$ cat config.mk
export PLATFORM = sky130hd
export DESIGN_NAME = esp_resp_watch
export DESIGN_NICKNAME = d
export VERILOG_FILES = /design/src/rtl/esp_resp_watch.sv
export SDC_FILE = /design/constraint.sdc
export NUM_CORES = 1
export LEC_CHECK = 0
export CORE_MARGIN = 2
export CORE_UTILIZATION = 23
export CTS_CLUSTER_SIZE = 20
export DETAILED_ROUTE_END_ITERATION = 12
export GPL_TIMING_DRIVEN = 0
export HOLD_SLACK_MARGIN = 0.08
export RECOVER_POWER = 100
export SYNTH_ARGS = -nofsm -noshare
export SYNTH_HDL_FRONTEND = slang
export SYNTH_SLANG_ARGS = --single-unit
export TNS_END_PERCENT = 1
$ cat constraint.sdc
create_clock -name clk -period 2.7 [get_ports clk]
set_input_delay 0.54 -clock clk [delete_from_list [all_inputs] [get_ports clk]]
set_output_delay 0.54 -clock clk [all_outputs]
set_load 0.01 [all_outputs]
$ cat src/rtl/esp_resp_watch.sv
// esp_resp_watch: watches the ESP8266 UART RX byte stream after an AT command
// and reports OK, ERROR or TIMEOUT to the Wi-Fi command sequencer. It owns the
// millisecond timer's clear input (rst_timer) and reads back its cycles count.
// Optional feature macro: ESP_RESP_FAIL_EN -- when defined, a trailing "FAIL"
// also completes the watch with the ERROR result code.
module esp_resp_watch #(
    parameter int HIST_W   = 40,
    parameter int RST_HOLD = 1
) (
    input  logic        clk,
    input  logic        rst,
    input  logic        start,
    input  logic        abort,
    input  logic [15:0] timeout_ms,
    input  logic [7:0]  rx_data,
    input  logic        rx_valid,
    input  logic [15:0] cycles,
    output logic        rst_timer,
    output logic        busy,
    output logic        done,
    output logic [1:0]  result,
    output logic [15:0] elapsed
);

    typedef enum logic [1:0] {
        IDLE = 2'd0,
        ARM  = 2'd1,
        WAIT = 2'd2
    } state_t;

    localparam logic [1:0] RES_NONE    = 2'b00;
    localparam logic [1:0] RES_OK      = 2'b01;
    localparam logic [1:0] RES_ERROR   = 2'b10;
    localparam logic [1:0] RES_TIMEOUT = 2'b11;

    localparam logic [31:0] TOK_OK    = 32'h4F4B_0D0A;
    localparam logic [39:0] TOK_ERROR = 40'h45_5252_4F52;
`ifdef ESP_RESP_FAIL_EN
    localparam logic [31:0] TOK_FAIL  = 32'h4641_494C;
`endif

    localparam logic [1:0] HOLD_LAST = 2'(RST_HOLD - 1);

    state_t              state;
    logic [HIST_W-1:0]   hist;
    logic [HIST_W-1:0]   hist_next;
    logic [15:0]         tmo_lat;
    logic [1:0]          hold_cnt;
    logic                hit_ok;
    logic                hit_err;
    logic                hit_fail;
    logic                hit_tmo;

    // History including this cycle's byte, and the token/timeout matches on it
    always_comb begin
        hist_next = hist;
        if (rx_valid) begin
            hist_next = {hist[HIST_W-9:0], rx_data};
        end
        hit_ok  = rx_valid && (hist_next[31:0] == TOK_OK);
        hit_err = rx_valid && (hist_next[39:0] == TOK_ERROR);
`ifdef ESP_RESP_FAIL_EN
        hit_fail = rx_valid && (hist_next[31:0] == TOK_FAIL);
`else
        hit_fail = 1'b0;
`endif
        hit_tmo = (tmo_lat != 16'd0) && (cycles >= tmo_lat);
    end

    // Watch FSM with registered outputs; abort beats completion, OK > ERROR > FAIL > TIMEOUT
    always_ff @(posedge clk) begin
        if (rst) begin
            state     <= IDLE;
            rst_timer <= 1'b1;
            busy      <= 1'b0;
            done      <= 1'b0;
            result    <= RES_NONE;
            elapsed   <= 16'd0;
            hist      <= '0;
            tmo_lat   <= 16'd0;
            hold_cnt  <= 2'd0;
        end else begin
            done <= 1'b0;
            case (state)
                IDLE: begin
                    rst_timer <= 1'b1;
                    if (start) begin
                        tmo_lat  <= timeout_ms;
                        hist     <= '0;
                        result   <= RES_NONE;
                        busy     <= 1'b1;
                        hold_cnt <= 2'd0;
                        state    <= ARM;
                    end
                end
                ARM: begin
                    if (abort) begin
                        busy      <= 1'b0;
                        rst_timer <= 1'b1;
                        state     <= IDLE;
                    end else begin
                        hist <= hist_next;
                        if (hold_cnt == HOLD_LAST) begin
                            rst_timer <= 1'b0;
                            state     <= WAIT;
                        end else begin
                            hold_cnt <= hold_cnt + 2'd1;
                        end
                    end
                end
                WAIT: begin
                    hist <= hist_next;
                    if (abort) begin
                        busy      <= 1'b0;
                        rst_timer <= 1'b1;
                        state     <= IDLE;
                    end else if (hit_ok || hit_err || hit_fail || hit_tmo) begin
                        if (hit_ok) begin
                            result <= RES_OK;
                        end else if (hit_err || hit_fail) begin
                            result <= RES_ERROR;
                        end else begin
                            result <= RES_TIMEOUT;
                        end
                        elapsed   <= cycles;
                        done      <= 1'b1;
                        busy      <= 1'b0;
                        rst_timer <= 1'b1;
                        state     <= IDLE;
                    end
                end
                default: begin
                    busy      <= 1'b0;
                    rst_timer <= 1'b1;
                    state     <= IDLE;
                end
            endcase
        end
    end

endmodule

Word-level counts from Yosys, hierarchy flattened
Cells that the tools add are included.

Bits of input ports: 45. Output and inout port bits: 21. Flip-flop bits (word level): 81.

Equality and inequality tests: 12. Reduce and logical (&&, ||, !) cells: 20. Bitwise gates (word level): 2. Add/subtract/negate cells: 1. Order comparisons: 1. Muxes and demuxes: 30.

Operator list (count): 40-bit two-way mux (3); 40-bit case mux with 3 select lines (1); 40-bit by 39-bit == test with 1-bit output (second input constant) (1); 32-bit by 31-bit == test with 1-bit output (second input constant) (1); 2-bit two-way mux (11); 16-bit >= comparator (1); 16-bit nonzero test (1); 2-bit != test (second input constant) (6); 3-bit AND reduction (4); 1-bit two-way mux (10); 2-bit case mux with 2 select lines (2); 4-bit AND reduction (2); 3-bit != test (second input constant) (2); 2-bit case mux with 3 select lines (1); 2-bit zero test (2); 2-bit AND reduction (2); 2-bit nonzero test (2); 1-bit logical AND (3); 1-bit case mux with 3 select lines (1); 3-bit nonzero test (1); 3-bit OR reduction (1); 2-bit by 1-bit adder with 2-bit output (second input constant) (1); 2-bit by 1-bit == test with 1-bit output (second input constant) (1); 2-bit == test (second input constant) (1); other kinds (3) (5).

Depth between registers and ports, before layout
Depth after elaboration: 8. Mapped depth: 10. Depth with buffers taken out: 9.

Least setup slack after synthesis
Ideal clock, no wire load.

Path kind: input-to-reg. Start: input rx_valid. End: register elapsed[10]. Library setup time: 0.128 ns. Setup slack: -0.054 ns. Data required time: 2.572 ns. Cell stages on the path: 9. Arrival time: 2.626 ns. Path buffers: 2. Cells stage by stage: buf_2 nand4bb_1 or4_2 a221oi_2 o21ai_2 a21oi_4 buf_12 mux2i_1 nor2_1.

Word-level cells in the longest chain between the ends: 6. Elaborated cells on any way between the ends: 8. Those cells by class: 2 x eq/ne; 1 x mux; 5 x reduce/logical.

RTL lines: start, declared (line 16) `input logic rx_valid,`; 40-bit two-way mux (line 57) `if (rx_valid) begin`; 40-bit by 39-bit == test with 1-bit output or 32-bit by 31-bit == test with 1-bit output (tied branches) (line 61, 60); 1-bit logical AND, on equally long branches (line 61, 60); 1-bit logical OR * (2 in series) (line 117) `end else if (hit_ok || hit_err || hit_fail || hit_tmo) begin`; 3-bit AND reduction (no source line) *; end signal, assigned (line 125) `elapsed <= cycles;`; end, declared (line 22) `output logic [15:0] elapsed`.

Mark *: on every way between the ends. The rest lies on a longest branch, timed or not. A chain may end at the register's enable or synchronous reset.

Final worst setup path
Start: register hist[35]. End: register elapsed[10].

Word-level cells in the longest chain between the ends: 6.

RTL lines: start, declared (line 45) `logic [HIST_W-1:0] hist;`; start signal, assigned (line 102) `hist <= hist_next;`; start signal, assigned (line 112) `hist <= hist_next;`; 40-bit two-way mux (line 57); 40-bit by 39-bit == test with 1-bit output (line 61) `hit_err = rx_valid && (hist_next[39:0] == TOK_ERROR);`; 1-bit logical AND (line 61); 1-bit logical OR (2 in series) (line 117); 3-bit AND reduction (no source line).

No other way between the ends.

==> qor.yml <==
post_route_cells_drive_above_1_share: 0.09533
antenna_cells: 0
finalSetupViolations: 0
dr.pass1.iters: 4
worst-r2r-cell-count: 8
ys.flop_type: "dfxtp_1"
timing.rr.end: "elapsed[10]$_SDFFE_PP0P_"
slew_headroom: 0.6108
drt_iter0_drc: 261
cts_tree: "yes"
detail-route-antenna-nets: 0
cts_buffers: 9
area_growth_pct: 39.35
final-max-slew-violation-count: 0
synth_top_area_share: 0.4222
die_h_um: 131.6
wirelength_um: 10920
fin_crit_ns: 2.604
final_cell_mix: "dfxtp_1, nor2_1, nand2_1"
yosys_warnings: 0
grt_pass1_vias: 3501
maxCapViolCount: 0
period_share: 0.9644
grt_antenna_before_repair: 0
initial_utilization: 0.2358
crit_required_ns: 2.90
synth_cell_types: 57
synth_nets: 498
r2r-start: "hist[35]$_SDFFE_PP0P_"
worstSetupPathType: "reg2reg"
syn_area_per_cell_um2: 8.672
min_path_cells: 2
post_drt_wl_per_cell_um: 14.96
hold_violations: 0
peakVddDrop_mv: 0.2359
gr-total-overflow: 0
coreArea_um2: 15890
power.density_nw_per_um2: 607.5
critical_path.max_fanout: 5
cts.path.max_buffers: 2
num_vias: 3467
synth_area_um2: 3746
arrival_ns: 2.80
fin_tns_setup_ns: 0
route.detailed.drc: 0
fillers: 1666
cts_max_level: 3
min-delay-start: "busy$_SDFFE_PP0P_"
synth.ff_latch_count: 79
yosys-top-cells-area: "dfxtp_1, a22oi_1, ha_1"
track_usage: 0.1245
clk_latency_ns: 0.34
place_hpwl_um: 7980
clkTransAtPathRegs_ns: 0.06
grt_max_degree: 13
ys_seq_area_frac: 0.4222
port_buffers: 63
outcome: "finished, final reports clean"
viasPerCell: 4.749
grt_first_pass_wirelength_um: 17560
hold-path-endpoint: "busy$_SDFFE_PP0P_"
tightest_slew_ns: 0.5838
io_pins: 66
placementRows: 46
end_kind: "register"
synth_top_area_cell: "dfxtp_1"
nNetsFinal: 577
power_leakage_nw: 1.987
postSynthCellCount: 432
hold_ws_ns: 0.4445
r2r_setup_slack_ns: 0.1
die_w_um: 131.6
skew_ns: 0.009969
max_freq_ghz: 0.3841
critPathLaunchType: "register"
async_reset_ff_frac: 0
gp_congestion: 0.8704
synth-edff-count: 0
clock-sinks: 79
die_area_um2: 17320
hp-class: "reg2reg"
cts_root_buf: "clkbuf_16"
layout.cells.most_common: "dfxtp_1"
worst max-delay path: stages (launching register included):
cell	delay, ns
dfxtp_1	0.32
or4b_4	0.53
or4_4	0.44
a221oi_4	0.28
o21ai_2	0.13
a21oi_4	0.31
clkbuf_16	0.22
mux2i_1	0.19
nor2_1	0.06
stage by stage:
| stage | cells | util | total power [mW] | cell area [um2] | setup WS (ns) |
|---|---|---|---|---|---|
| finish | 730 | 0.3286 | 3.171 | 5220 | 0.09624 |
| global route | 730 | 0.3286 | 3.314 | 5220 | -0.004498 |
| CTS | 726 | 0.3156 | 3.164 | 5014 | -0.04072 |
| detailed placement | 711 | 0.2934 | 1.840 | 4661 | -0.7647 |
| global placement | 711 | 0.2934 | 1.830 | 4661 | -0.7305 |
| floorplan | 432 | - | 1.623 | 3760 | 0.1130 |
flip-flops by register name, indices dropped and copies added (netlist names):
name,flops
elapsed,16
hist,38
done,1
result,2
tmo_lat,16
state,2
hold_cnt,2
rst_timer,1
busy,1
how the worst max path moves through the flow:
stage                        startpoint                       end  slack, ns  cells past startpoint
2_1_floorplan                  rx_valid  elapsed[10]$_SDFFE_PP0P_       0.11                      9
3_3_place_gp                  cycles[0]    result[1]$_SDFFE_PP0P_      -0.73                     10
3_5_place_dp                  cycles[0]  elapsed[13]$_SDFFE_PP0P_      -0.76                     11
4_1_cts                      cycles[13]  elapsed[13]$_SDFFE_PP0P_      -0.04                     10
5_1_grt        tmo_lat[14]$_SDFFE_PP0P_  elapsed[10]$_SDFFE_PP0P_     -0.004                     10
6_report          hist[35]$_SDFFE_PP0P_  elapsed[10]$_SDFFE_PP0P_        0.1                      8
per-layer routing:
metal | up-vias | GRT usage | wire, um
met5 | - | 0 | 0
met4 | 0 | 0.04227 | 176
met3 | 15 | 0.03434 | 554
met2 | 92 | 0.2088 | 5317
met1 | 1666 | 0.1535 | 4874
li1 | 1694 | - | -
what timing repair did:
item / CTS / global route
pin swaps: 1 / 16
cloned: 0 / 1
hold buffers: 0 / 0
setup endpoints to repair: 20 / 27
resized for setup: 4 / 32
buffers inserted: 1 / 3
power by group:
part	leakage, nW	internal (mW)	switching, mW	total (mW)
Clock	0.154	0.849	0.459	1.31
Sequential	0.641	1.21	0.0425	1.26
Combinational	1.19	0.252	0.353	0.605
Total	1.99	2.32	0.855	3.17
cell type report:
type	count	area, um2	share of cell area
Multi-Input combinational cell	303	2096	0.4015
Sequential cell	79	1587	0.3039
Timing Repair Buffer	68	724.4	0.1388
Tap cell	216	270.3	0.05177
Clock buffer	11	252.7	0.04842
Buffer	24	125.1	0.02397
Inverter	26	97.59	0.01870
Clock inverter	3	67.56	0.01294
cells in the mapped netlist, drive strengths merged, types with 2 or more instances:
cell and n:
nor3 6, nand2 48, nand4bb 2, nor2 65, inv 26, nor4 6, or2 2, and3 3
nor2b 2, mux2i 17, nand3 5, a21o 3, ha 21, clkbuf 19, a22oi 39, or4 3
a21oi 31, or2b 2, nand4b 2, nand2b 3, dfxtp 79, nand3b 2, and4b 3, o21ai 5
buf 4, or4b 3, a311oi 2, nand4 9
logic make-up after synthesis:
logic type | count (synthesis) | synth area share
mux | 17 | 0.04542
compound gates | 95 | 0.1817
flops | 79 | 0.4222
simple gates | 170 | 0.2214
buf+inv | 50 | 0.05911
fa+ha+maj | 21 | 0.07014
Note: power is estimated with default switching activity, not from simulation.
